### config.mk
export PLATFORM = sky130hd
export DESIGN_NAME = muldiv_ctrl_flat
export DESIGN_NICKNAME = d
export VERILOG_FILES = /design/src/rtl/muldiv_ctrl_pkg.sv /design/src/rtl/muldiv_ctrl_if.sv /design/src/rtl/muldiv_div_core.sv /design/src/rtl/muldiv_ctrl.sv /design/src/flat_wrapper.sv
export SDC_FILE = /design/constraint.sdc
export NUM_CORES = 2
export LEC_CHECK = 0
export ABC_AREA = 1
export BUFFER_PORTS_ARGS = -buffer_cell sky130_fd_sc_hd__buf_4
export CAP_MARGIN = 40
export CORE_MARGIN = 5
export CORE_UTILIZATION = 45
export CTS_CLUSTER_DIAMETER = 150
export DETAILED_ROUTE_END_ITERATION = 10
export HOLD_SLACK_MARGIN = 0.15
export PLACE_DENSITY = 0.72
export SLEW_MARGIN = 20
export SYNTH_ARGS = -nofsm -noshare
export SYNTH_HDL_FRONTEND = slang
export SYNTH_SLANG_ARGS = --single-unit
### constraint.sdc
create_clock -name clk -period 10.1 [get_ports clk]
set_input_delay 2.525 -clock clk [delete_from_list [all_inputs] [get_ports clk]]
set_output_delay 2.525 -clock clk [all_outputs]
set_load 0.01 [all_outputs]
### src/rtl/muldiv_ctrl_pkg.sv
// Shared types and helpers for the execute-stage multiply/divide sequencer.
// AluCtrl and DType are the common ALU encodings; MdState, DIV_ITER and the
// op-class helpers belong to the multi-cycle muldiv path.
package muldiv_ctrl_pkg;

  typedef logic [31:0] DType;

  typedef enum logic [4:0] {
    ALU_ADD   = 5'd0,
    ALU_SUB   = 5'd1,
    ALU_SLT   = 5'd2,
    ALU_SLTU  = 5'd3,
    ALU_AND   = 5'd4,
    ALU_OR    = 5'd5,
    ALU_XOR   = 5'd6,
    ALU_NOR   = 5'd7,
    ALU_SLL   = 5'd8,
    ALU_SRL   = 5'd9,
    ALU_SRA   = 5'd10,
    ALU_LUI   = 5'd11,
    ALU_MUL   = 5'd12,
    ALU_MULH  = 5'd13,
    ALU_MULHU = 5'd14,
    ALU_DIV   = 5'd15,
    ALU_MOD   = 5'd16,
    ALU_DIVU  = 5'd17,
    ALU_MODU  = 5'd18
  } AluCtrl;

  typedef enum logic [2:0] {
    MD_IDLE,
    MD_MUL,
    MD_PREP,
    MD_DIV,
    MD_DONE
  } MdState;

  localparam int DIV_ITER = 32;

  // True for every code handled by the multi-cycle unit
  function automatic logic isMulDiv(AluCtrl op);
    return (op >= ALU_MUL) && (op <= ALU_MODU);
  endfunction

  // True for the four divider codes
  function automatic logic isDivOp(AluCtrl op);
    return (op >= ALU_DIV) && (op <= ALU_MODU);
  endfunction

  // Signed divider codes
  function automatic logic isSignedDiv(AluCtrl op);
    return (op == ALU_DIV) || (op == ALU_MOD);
  endfunction

  // Codes that return the remainder rather than the quotient
  function automatic logic isRemOp(AluCtrl op);
    return (op == ALU_MOD) || (op == ALU_MODU);
  endfunction

  // Absolute value when the operand is treated as signed; 0x80000000 maps
  // to itself, which is the correct unsigned magnitude 2^31
  function automatic DType magnitude(DType v, logic sgn);
    return (sgn && v[31]) ? (~v + 32'd1) : v;
  endfunction

endpackage

### src/rtl/muldiv_ctrl_if.sv
// Request/response handshake between EX (master) and the muldiv sequencer
// (slave). flush rides along with the handshake since it aborts it.
interface muldiv_ctrl_if;
  import muldiv_ctrl_pkg::*;

  logic   flush;
  logic   req_valid;
  logic   req_ready;
  AluCtrl req_op;
  DType   req_src1;
  DType   req_src2;
  logic   resp_valid;
  logic   resp_ready;
  DType   resp_data;
  logic   busy;

  modport master (
    output flush, req_valid, req_op, req_src1, req_src2, resp_ready,
    input  req_ready, resp_valid, resp_data, busy
  );

  modport slave (
    input  flush, req_valid, req_op, req_src1, req_src2, resp_ready,
    output req_ready, resp_valid, resp_data, busy
  );

endinterface

### src/rtl/muldiv_div_core.sv
// Radix-2 restoring divider datapath. load captures operand magnitudes and
// result signs; each step retires one quotient bit, MSB first. The sign-fixed
// outputs reflect the values after the step in progress, so the controller
// can capture the final result on the same edge as the last step.
module muldiv_div_core
  import muldiv_ctrl_pkg::*;
(
  input  logic clk,
  input  logic rst,
  input  logic load,
  input  logic step,
  input  logic is_signed,
  input  DType dividend,
  input  DType divisor,
  output DType quo_fixed,
  output DType rem_fixed
);

  DType        rem_q;
  DType        quo_q;
  DType        dvs_q;
  logic        q_neg;
  logic        r_neg;
  logic [32:0] partial;
  logic [32:0] diff;
  DType        rem_next;
  DType        quo_next;

  // One restoring step: shift in the next dividend bit, subtract if it fits
  always_comb begin
    partial  = {rem_q, quo_q[31]};
    diff     = partial - {1'b0, dvs_q};
    rem_next = partial[31:0];
    quo_next = {quo_q[30:0], 1'b0};
    if (!diff[32]) begin
      rem_next = diff[31:0];
      quo_next = {quo_q[30:0], 1'b1};
    end
    quo_fixed = q_neg ? (~quo_next + 32'd1) : quo_next;
    rem_fixed = r_neg ? (~rem_next + 32'd1) : rem_next;
  end

  // Operand capture and iteration registers; a zero divisor keeps the
  // all-ones quotient unsigned so divide-by-zero yields 0xFFFFFFFF
  always_ff @(posedge clk) begin
    if (rst) begin
      rem_q <= '0;
      quo_q <= '0;
      dvs_q <= '0;
      q_neg <= 1'b0;
      r_neg <= 1'b0;
    end else if (load) begin
      rem_q <= '0;
      quo_q <= magnitude(dividend, is_signed);
      dvs_q <= magnitude(divisor, is_signed);
      q_neg <= is_signed && (dividend[31] ^ divisor[31]) && (divisor != '0);
      r_neg <= is_signed && dividend[31];
    end else if (step) begin
      rem_q <= rem_next;
      quo_q <= quo_next;
    end
  end

endmodule

### src/rtl/muldiv_ctrl.sv
// Multi-cycle sequencer for ALU_MUL..ALU_MODU. Accepts one operation at a
// time, runs the multiplier for MUL_LAT cycles or the iterative divider for
// 34 cycles, then holds the result until EX takes it.
// Optional macro MULDIV_EARLY_OUT_EN: divides by zero or with |dividend| <
// |divisor| finish straight from IDLE with resp_valid one cycle later.
module muldiv_ctrl
  import muldiv_ctrl_pkg::*;
#(
  parameter int MUL_LAT = 2
) (
  input  logic          clk,
  input  logic          rst,
  muldiv_ctrl_if.slave  bus
);

  localparam logic [4:0] MUL_CNT_INIT = 5'(MUL_LAT - 1);
  localparam logic [4:0] DIV_CNT_INIT = 5'(DIV_ITER - 1);

  MdState      state;
  logic [4:0]  cnt;
  AluCtrl      op_q;
  DType        src1_q;
  DType        src2_q;
  logic        resp_valid_q;
  DType        resp_data_q;
  logic        busy_q;

  logic        accept;
  logic        mul_signed;
  logic [63:0] prod;
  DType        mul_result;
  DType        quo_fixed;
  DType        rem_fixed;
  DType        div_result;
  logic        early_hit;
  DType        early_data;

  assign bus.req_ready  = (state == MD_IDLE) && !bus.flush;
  assign bus.resp_valid = resp_valid_q;
  assign bus.resp_data  = resp_data_q;
  assign bus.busy       = busy_q;

  assign accept = bus.req_valid && bus.req_ready && isMulDiv(bus.req_op);

  // Single multiplier; only MULH needs sign extension, the low word is the
  // same for either extension
  always_comb begin
    mul_signed = (op_q == ALU_MULH);
    prod = {{32{mul_signed & src1_q[31]}}, src1_q} *
           {{32{mul_signed & src2_q[31]}}, src2_q};
    if (op_q == ALU_MUL) mul_result = prod[31:0];
    else                 mul_result = prod[63:32];
    div_result = isRemOp(op_q) ? rem_fixed : quo_fixed;
  end

`ifdef MULDIV_EARLY_OUT_EN
  // Trivial divides resolved from the incoming request; in both cases the
  // remainder equals the dividend
  always_comb begin
    early_hit = (bus.req_src2 == '0) ||
                (magnitude(bus.req_src1, isSignedDiv(bus.req_op)) <
                 magnitude(bus.req_src2, isSignedDiv(bus.req_op)));
    if (isRemOp(bus.req_op))       early_data = bus.req_src1;
    else if (bus.req_src2 == '0)   early_data = 32'hFFFF_FFFF;
    else                           early_data = '0;
  end
`else
  assign early_hit  = 1'b0;
  assign early_data = '0;
`endif

  muldiv_div_core u_div_core (
    .clk       (clk),
    .rst       (rst),
    .load      (state == MD_PREP),
    .step      (state == MD_DIV),
    .is_signed (isSignedDiv(op_q)),
    .dividend  (src1_q),
    .divisor   (src2_q),
    .quo_fixed (quo_fixed),
    .rem_fixed (rem_fixed)
  );

  // Sequencer FSM with registered response and stall outputs; flush wins
  // over everything except reset
  always_ff @(posedge clk) begin
    if (rst) begin
      state        <= MD_IDLE;
      cnt          <= '0;
      op_q         <= ALU_ADD;
      src1_q       <= '0;
      src2_q       <= '0;
      resp_valid_q <= 1'b0;
      resp_data_q  <= '0;
      busy_q       <= 1'b0;
    end else if (bus.flush) begin
      state        <= MD_IDLE;
      resp_valid_q <= 1'b0;
      busy_q       <= 1'b0;
    end else begin
      case (state)
        MD_IDLE: begin
          if (accept) begin
            op_q   <= bus.req_op;
            src1_q <= bus.req_src1;
            src2_q <= bus.req_src2;
            busy_q <= 1'b1;
            if (!isDivOp(bus.req_op)) begin
              state <= MD_MUL;
              cnt   <= MUL_CNT_INIT;
            end else if (early_hit) begin
              state        <= MD_DONE;
              resp_valid_q <= 1'b1;
              resp_data_q  <= early_data;
            end else begin
              state <= MD_PREP;
            end
          end
        end
        MD_MUL: begin
          if (cnt == '0) begin
            state        <= MD_DONE;
            resp_valid_q <= 1'b1;
            resp_data_q  <= mul_result;
          end else begin
            cnt <= cnt - 5'd1;
          end
        end
        MD_PREP: begin
          state <= MD_DIV;
          cnt   <= DIV_CNT_INIT;
        end
        MD_DIV: begin
          if (cnt == '0) begin
            state        <= MD_DONE;
            resp_valid_q <= 1'b1;
            resp_data_q  <= div_result;
          end else begin
            cnt <= cnt - 5'd1;
          end
        end
        MD_DONE: begin
          if (bus.resp_ready) begin
            state        <= MD_IDLE;
            resp_valid_q <= 1'b0;
            busy_q       <= 1'b0;
          end
        end
        default: begin
          state        <= MD_IDLE;
          resp_valid_q <= 1'b0;
          busy_q       <= 1'b0;
        end
      endcase
    end
  end

endmodule

### src/flat_wrapper.sv
// flat-port wrapper written by rule: the top's interface ports become plain ports
module muldiv_ctrl_flat import muldiv_ctrl_pkg::*;
#(
  parameter int MUL_LAT = 2
)
  (clk, rst, bus_flush, bus_req_valid, bus_req_op, bus_req_src1, bus_req_src2, bus_resp_ready, bus_req_ready, bus_resp_valid, bus_resp_data, bus_busy);
  muldiv_ctrl_if bus_i ();
  input  logic clk;
  input  logic rst;
  input wire logic [$bits(bus_i.flush)-1:0] bus_flush;
  input wire logic [$bits(bus_i.req_valid)-1:0] bus_req_valid;
  input wire logic [$bits(bus_i.req_op)-1:0] bus_req_op;
  input wire logic [$bits(bus_i.req_src1)-1:0] bus_req_src1;
  input wire logic [$bits(bus_i.req_src2)-1:0] bus_req_src2;
  input wire logic [$bits(bus_i.resp_ready)-1:0] bus_resp_ready;
  output wire logic [$bits(bus_i.req_ready)-1:0] bus_req_ready;
  output wire logic [$bits(bus_i.resp_valid)-1:0] bus_resp_valid;
  output wire logic [$bits(bus_i.resp_data)-1:0] bus_resp_data;
  output wire logic [$bits(bus_i.busy)-1:0] bus_busy;
  assign bus_i.flush = bus_flush;
  assign bus_i.req_valid = bus_req_valid;
  assign bus_i.req_op = bus_req_op;
  assign bus_i.req_src1 = bus_req_src1;
  assign bus_i.req_src2 = bus_req_src2;
  assign bus_i.resp_ready = bus_resp_ready;
  assign bus_req_ready = bus_i.req_ready;
  assign bus_resp_valid = bus_i.resp_valid;
  assign bus_resp_data = bus_i.resp_data;
  assign bus_busy = bus_i.busy;
  muldiv_ctrl #(.MUL_LAT(MUL_LAT)) u_core (.clk(clk), .rst(rst), .bus(bus_i));
endmodule
Word level (Yosys, flattened, before mapping)

Cells that the tools add are included.

Output and inout bits: 35
Bits of input ports: 74
Register bits after elaboration: 209

Add/subtract/negate cells: 6
Multiplexer cells: 27
$lt $le $gt $ge: 3
Multiply operators: 1
Bitwise logic cells: 10
Reduce and logical (&&, ||, !) cells: 29
Eq/ne operators: 16

Operators with widths:

| operator              | count |
|---|---|
| $mux 32               | 11 |
| $add 32x1->32 const B | 4 |
| $not 32->32           | 4 |
| $mul 33x33->64        | 1 |
| $pmux 32 s2           | 1 |
| $sub 33x32->33        | 1 |
| $reduce_bool 32->1    | 1 |
| $eq 5x4->1 const B    | 3 |
| $mux 5                | 3 |
| $pmux 5 s3            | 1 |
| $pmux 3 s4            | 1 |
| $reduce_and 3->1      | 4 |
| $eq 5x5->1 const B    | 2 |
| $ge 5x4->1 const B    | 2 |
| $logic_and 1x1->1     | 9 |
| $mux 3                | 3 |
| $ne 2x1->1 const B    | 4 |
| $reduce_or 2->1       | 4 |
| $eq 3x2->1 const B    | 2 |
| $ne 2x2->1 const B    | 3 |
| $pmux 1 s3            | 2 |
| $le 5x5->1 const B    | 1 |
| $logic_not 5->1       | 1 |
| $reduce_and 5->1      | 1 |
| other kinds (15)      | 23 |

Longest topological paths before layout

Word-level depth: 8
Mapped depth: 35

Modules after synthesis

A second synthesis with hierarchy kept.

Cell total of the unflattened synthesis: 7555
Area, all modules: 55025.3 um^2

By module, submodules not included:

| module          | instances | sequential area each (um^2) | area each (um^2) | cells each |
|---|---|---|---|---|
| muldiv_ctrl     | 1         | 2222.1                      | 44750.4          | 5726 |
| muldiv_div_core | 1         | 1961.9                      | 10274.9          | 1829 |

Worst setup path after synthesis

Ideal clock, no wire load.

Path kind: reg-to-reg
Start: reg u_core.src1_q[31]
End: reg u_core.resp_data_q[28], in the netlist u_core.bus.resp_data[28]
Data required time: 9.965 ns
Arrival: 7.618 ns
Clock period less this slack: 7.753 ns
Setup time: 0.135 ns
Cell stages (with the launch flop): 30
Setup slack: 2.347 ns
Path through: dfxtp_1 -> clkbuf_1 -> clkbuf_1 -> nand2_1 -> nor2_1 -> fa_1 -> inv_1 -> fa_1 -> inv_1 -> fa_1 -> fa_1 -> inv_1 -> fa_1 -> inv_1 -> fa_1 -> inv_1 -> fa_1 -> fa_1 -> inv_1 -> ha_1 -> a21oi_1 -> o21ai_0 -> o21bai_1 -> a221oi_1 -> o211ai_1 -> or2_2 -> nand3_1 -> a31oi_1 -> nand2_1 -> a21oi_1

Cells in the longest elaborated chain, start to end: 5

RTL lines:

| element                | line               | source |
|---|---|---|
| from (decl)            | muldiv_ctrl.sv:22  | `DType src1_q;` |
| from (signal assigned) | muldiv_ctrl.sv:105 | `src1_q <= bus.req_src1;` |
| $and 1x1->1            | muldiv_ctrl.sv:49  | `prod = {{32{mul_signed & src1_q[31]}}, src1_q} *` |
| $mul 33x33->64 (*)     | muldiv_ctrl.sv:49  |  |
| $mux 32 (*)            | muldiv_ctrl.sv:51  | `if (op_q == ALU_MUL) mul_result = prod[31:0];` |
| $mux 32 (*)            | muldiv_ctrl.sv:121 | `if (cnt == '0) begin` |
| $pmux 32 s2 (*)        | muldiv_ctrl.sv:101 | `case (state)` |
| to (signal assigned)   | muldiv_ctrl.sv:114 | `resp_data_q <= early_data;` |
| to (signal assigned)   | muldiv_ctrl.sv:124 | `resp_data_q <= mul_result;` |
| to (signal assigned)   | muldiv_ctrl.sv:137 | `resp_data_q <= div_result;` |
| to (decl)              | muldiv_ctrl.sv:25  | `DType resp_data_q;` |

Every way passes the cells marked *; elsewhere a longest branch is shown, timed or not. The select of a mux whose other input is x is not followed.
A chain may end at the register's enable or synchronous reset.

Final worst setup path

Start: reg u_core.src1_q[31]
End: reg u_core.resp_data_q[14], in the netlist u_core.bus.resp_data[14]

Same word-level chain as after synthesis.

==> reports/results.ini <==
[cts]
cts_tree = yes
clock_path_buffers = 3
h-tree-depth = 1
path_clk_slew_ns = 0.07
cts_root_buf = clkbuf_16
ctsResizeCount = 0
numCtsBuffers = 26
clk_latency_ns = 0.58
postCtsSetupBuffers = 0
hold_buffers = 0
clock_sinks = 209

[worst_setup_path]
critPathKind = flip-flop to flip-flop
cp-start-kind = flip-flop
required_ns = 10.53
crit_fanout = 15
critical_path_arrival_ns = 9.58
cp-end-kind = flip-flop

[synth]
yosysUniqueCellTypes = 61
seq_area_frac_synth_pct = 7.78
netlist_area_sq_um = 53800
syn_nets = 8711
synth_ff_type = dfxtp_1
yosys_register_bits = 209
syn_area_per_cell_sq_um = 7.40
synth_area_leaders = fa_1 42%, inv_1 13%, nand2_1 13%
synth-edff-count = 0
synthCells = 7260
synth_top_area_share_pct = 41.9
yosysTopAreaCell = fa_1
yosys_warnings = 0
async_flop_share_pct = 0
synthTopCellsByCount = 1880 x inv_1, 1803 x nand2_1, 1126 x fa_1, 385 x nor2_1, 305 x a21oi_1
synth.most_common_cell = inv_1

[drt]
finalWirelength_mm = 177
num_vias = 46800
ant_nets = 0
viasPerCell = 5.31
drc = 0
drt_first_pass_iters = 5
wl_per_cell_um = 20.1
drt_iter0_markers = 4722

[grt]
grt_max_degree = 74
grt_pass1_vias = 47800
grt_pass1_wl_mm = 276
grt_use_total_pct = 28.1
antenna_found_initial = 1
grt.overflow.total = 0

[final_layout]
fillCellCount = 11600
drive_gt1_share_pct = 5.63
multiInputGateArea_sq_um = 41000
ff_latch_area_sq_um = 4200
stdcell_area_sq_um = 57600
syn_to_final_growth_pct = 7.18
fin_nets = 8640

[timing]
finalHoldViolCount = 0
tightest_slew_ns = 0.922
fin_crit_ns = 9.15
period_share_pct = 90.6
fin_hold_ws_ns = 0.462
finClkSkew_ns = 0.0169
setup_viol = 0
rsz0062_at_grt = no
finalSetupTns_ns = 0
slew_headroom_pct = 38.4
drv_slew = 0
fmax_mhz = 109

[power_and_ir_drop]
power.total_mw = 2.59
pwr_density_cell_nw_per_um2 = 45.0
p_leak_nw = 28.9
vdd_drop_max_v = 0.0000969

[die]
rows = 126
core_sq_um = 118000
dieArea_sq_um = 126000
fp.dieW_um = 356
io_pins = 109
start_util_pct = 45.4
dieHeight_um = 356

[outcome]
status = completed

[place]
hpwl_mm = 148
placed_cell_area_sq_um = 56600
gp_congestion = 1.01
numPortBuffers = 108

[worst_hold_path]
hp-class = flip-flop to flip-flop

[flow_run]
maxCapViolations = 0

==> where the power goes <==
group / total, mW / switching (mW) / internal [mW]
combinational: 0.598 / 0.417 / 0.181
sequential: 0.871 / 0.0353 / 0.836
clock: 1.13 / 0.427 / 0.698
==> critical path, cell delays in order (launching register included) <==
cell and delay (ns):
dfxtp_1 0.89, nand2_1 0.22, nor2_1 0.29, fa_1 0.55, fa_1 0.63, fa_1 0.54
inv_1 0.47, fa_1 0.51, inv_1 0.09, fa_1 0.45, fa_1 0.55, inv_1 0.05
fa_1 0.45, fa_1 0.49, inv_1 0.04, ha_1 0.42, nand2_1 0.13, nor2_1 0.12
inv_1 0.12, nor4_1 0.63, nand3_1 0.19, nand3_1 0.24, a21oi_1 0.10, o21ai_0 0.23
nand3_1 0.29, nand3_1 0.23, a21oi_1 0.08
==> placed cells by master, fill, tap and decap left out, types with 33 or more instances in the layout <==
master,count
a21oi_1,305
nor2_1,382
dfxtp_1,200
xor2_1,38
fa_1,1126
nor3_1,44
a31oi_1,57
ha_1,251
o21ai_0,283
buf_4,243
nand2_1,1802
xnor2_1,33
nand3_1,203
inv_1,1879
==> cell families after synthesis <==
kind of cell    count (synthesis)  synth area share [%]
simple gates                 2553                  19.2
buf+inv                      2258                  15.9
fa+ha+maj                    1377                  47.8
compound gates                792                  8.20
xor+xnor                       71                  1.16
flops                         209                  7.78
==> area by class of cell <==
type | count | share of cell area, %
multi-input combinational | 4793 | 71.2
inverter | 1889 | 12.3
sequential | 209 | 7.28
timing repair buffer | 270 | 3.97
tap | 1600 | 3.47
clock buffer | 37 | 1.31
clock inverter | 11 | 0.419
antenna | 1 | 0.00434
==> metal layers <==
metal | up-vias | track usage [%] | wire (um)
met3 | 415 | 5.61 | 17000
met2 | 2229 | 44.5 | 79500
li1 | 21100 | - | -
met5 | - | 0 | 0
met4 | 0 | 11.7 | 9110
met1 | 23100 | 37.7 | 71600
==> per-stage QoR <==
| step | worst slack [ns] | util (%) | cells |
|---|---|---|---|
| global placement | 1.07 | 47.5 | 8738 |
| global route | 0.612 | 48.7 | 8810 |
| detailed placement | 1.17 | 47.8 | 8759 |
| CTS | 1.12 | 48.6 | 8807 |
| finish | 0.948 | 48.7 | 8810 |
| floorplan | 2.35 | - | 7260 |
==> worst paths after layout <==
kind                               from                         end  slack (ns)  depth (start not counted)
min reg2reg  u_core.u_div_core.dvs_q[5]  u_core.u_div_core.dvs_q[5]        0.46                          2
min          u_core.u_div_core.dvs_q[5]  u_core.u_div_core.dvs_q[5]        0.46                          2
max reg2reg           u_core.src1_q[31]    u_core.bus.resp_data[14]        0.95                         26
max                   u_core.src1_q[31]    u_core.bus.resp_data[14]        0.95                         26
==> registers in the layout, summed over array words and instances (netlist names), 3 cells and up <==
register and flops:
u_core.bus.resp_data 32, u_core.src1_q 32, u_core.u_div_core.dvs_q 32, u_core.state 3, u_core.u_div_core.quo_q 32, u_core.src2_q 32, u_core.u_div_core.rem_q 32, u_core.op_q 5
u_core.cnt 5
(Power assumes the default switching activity.)
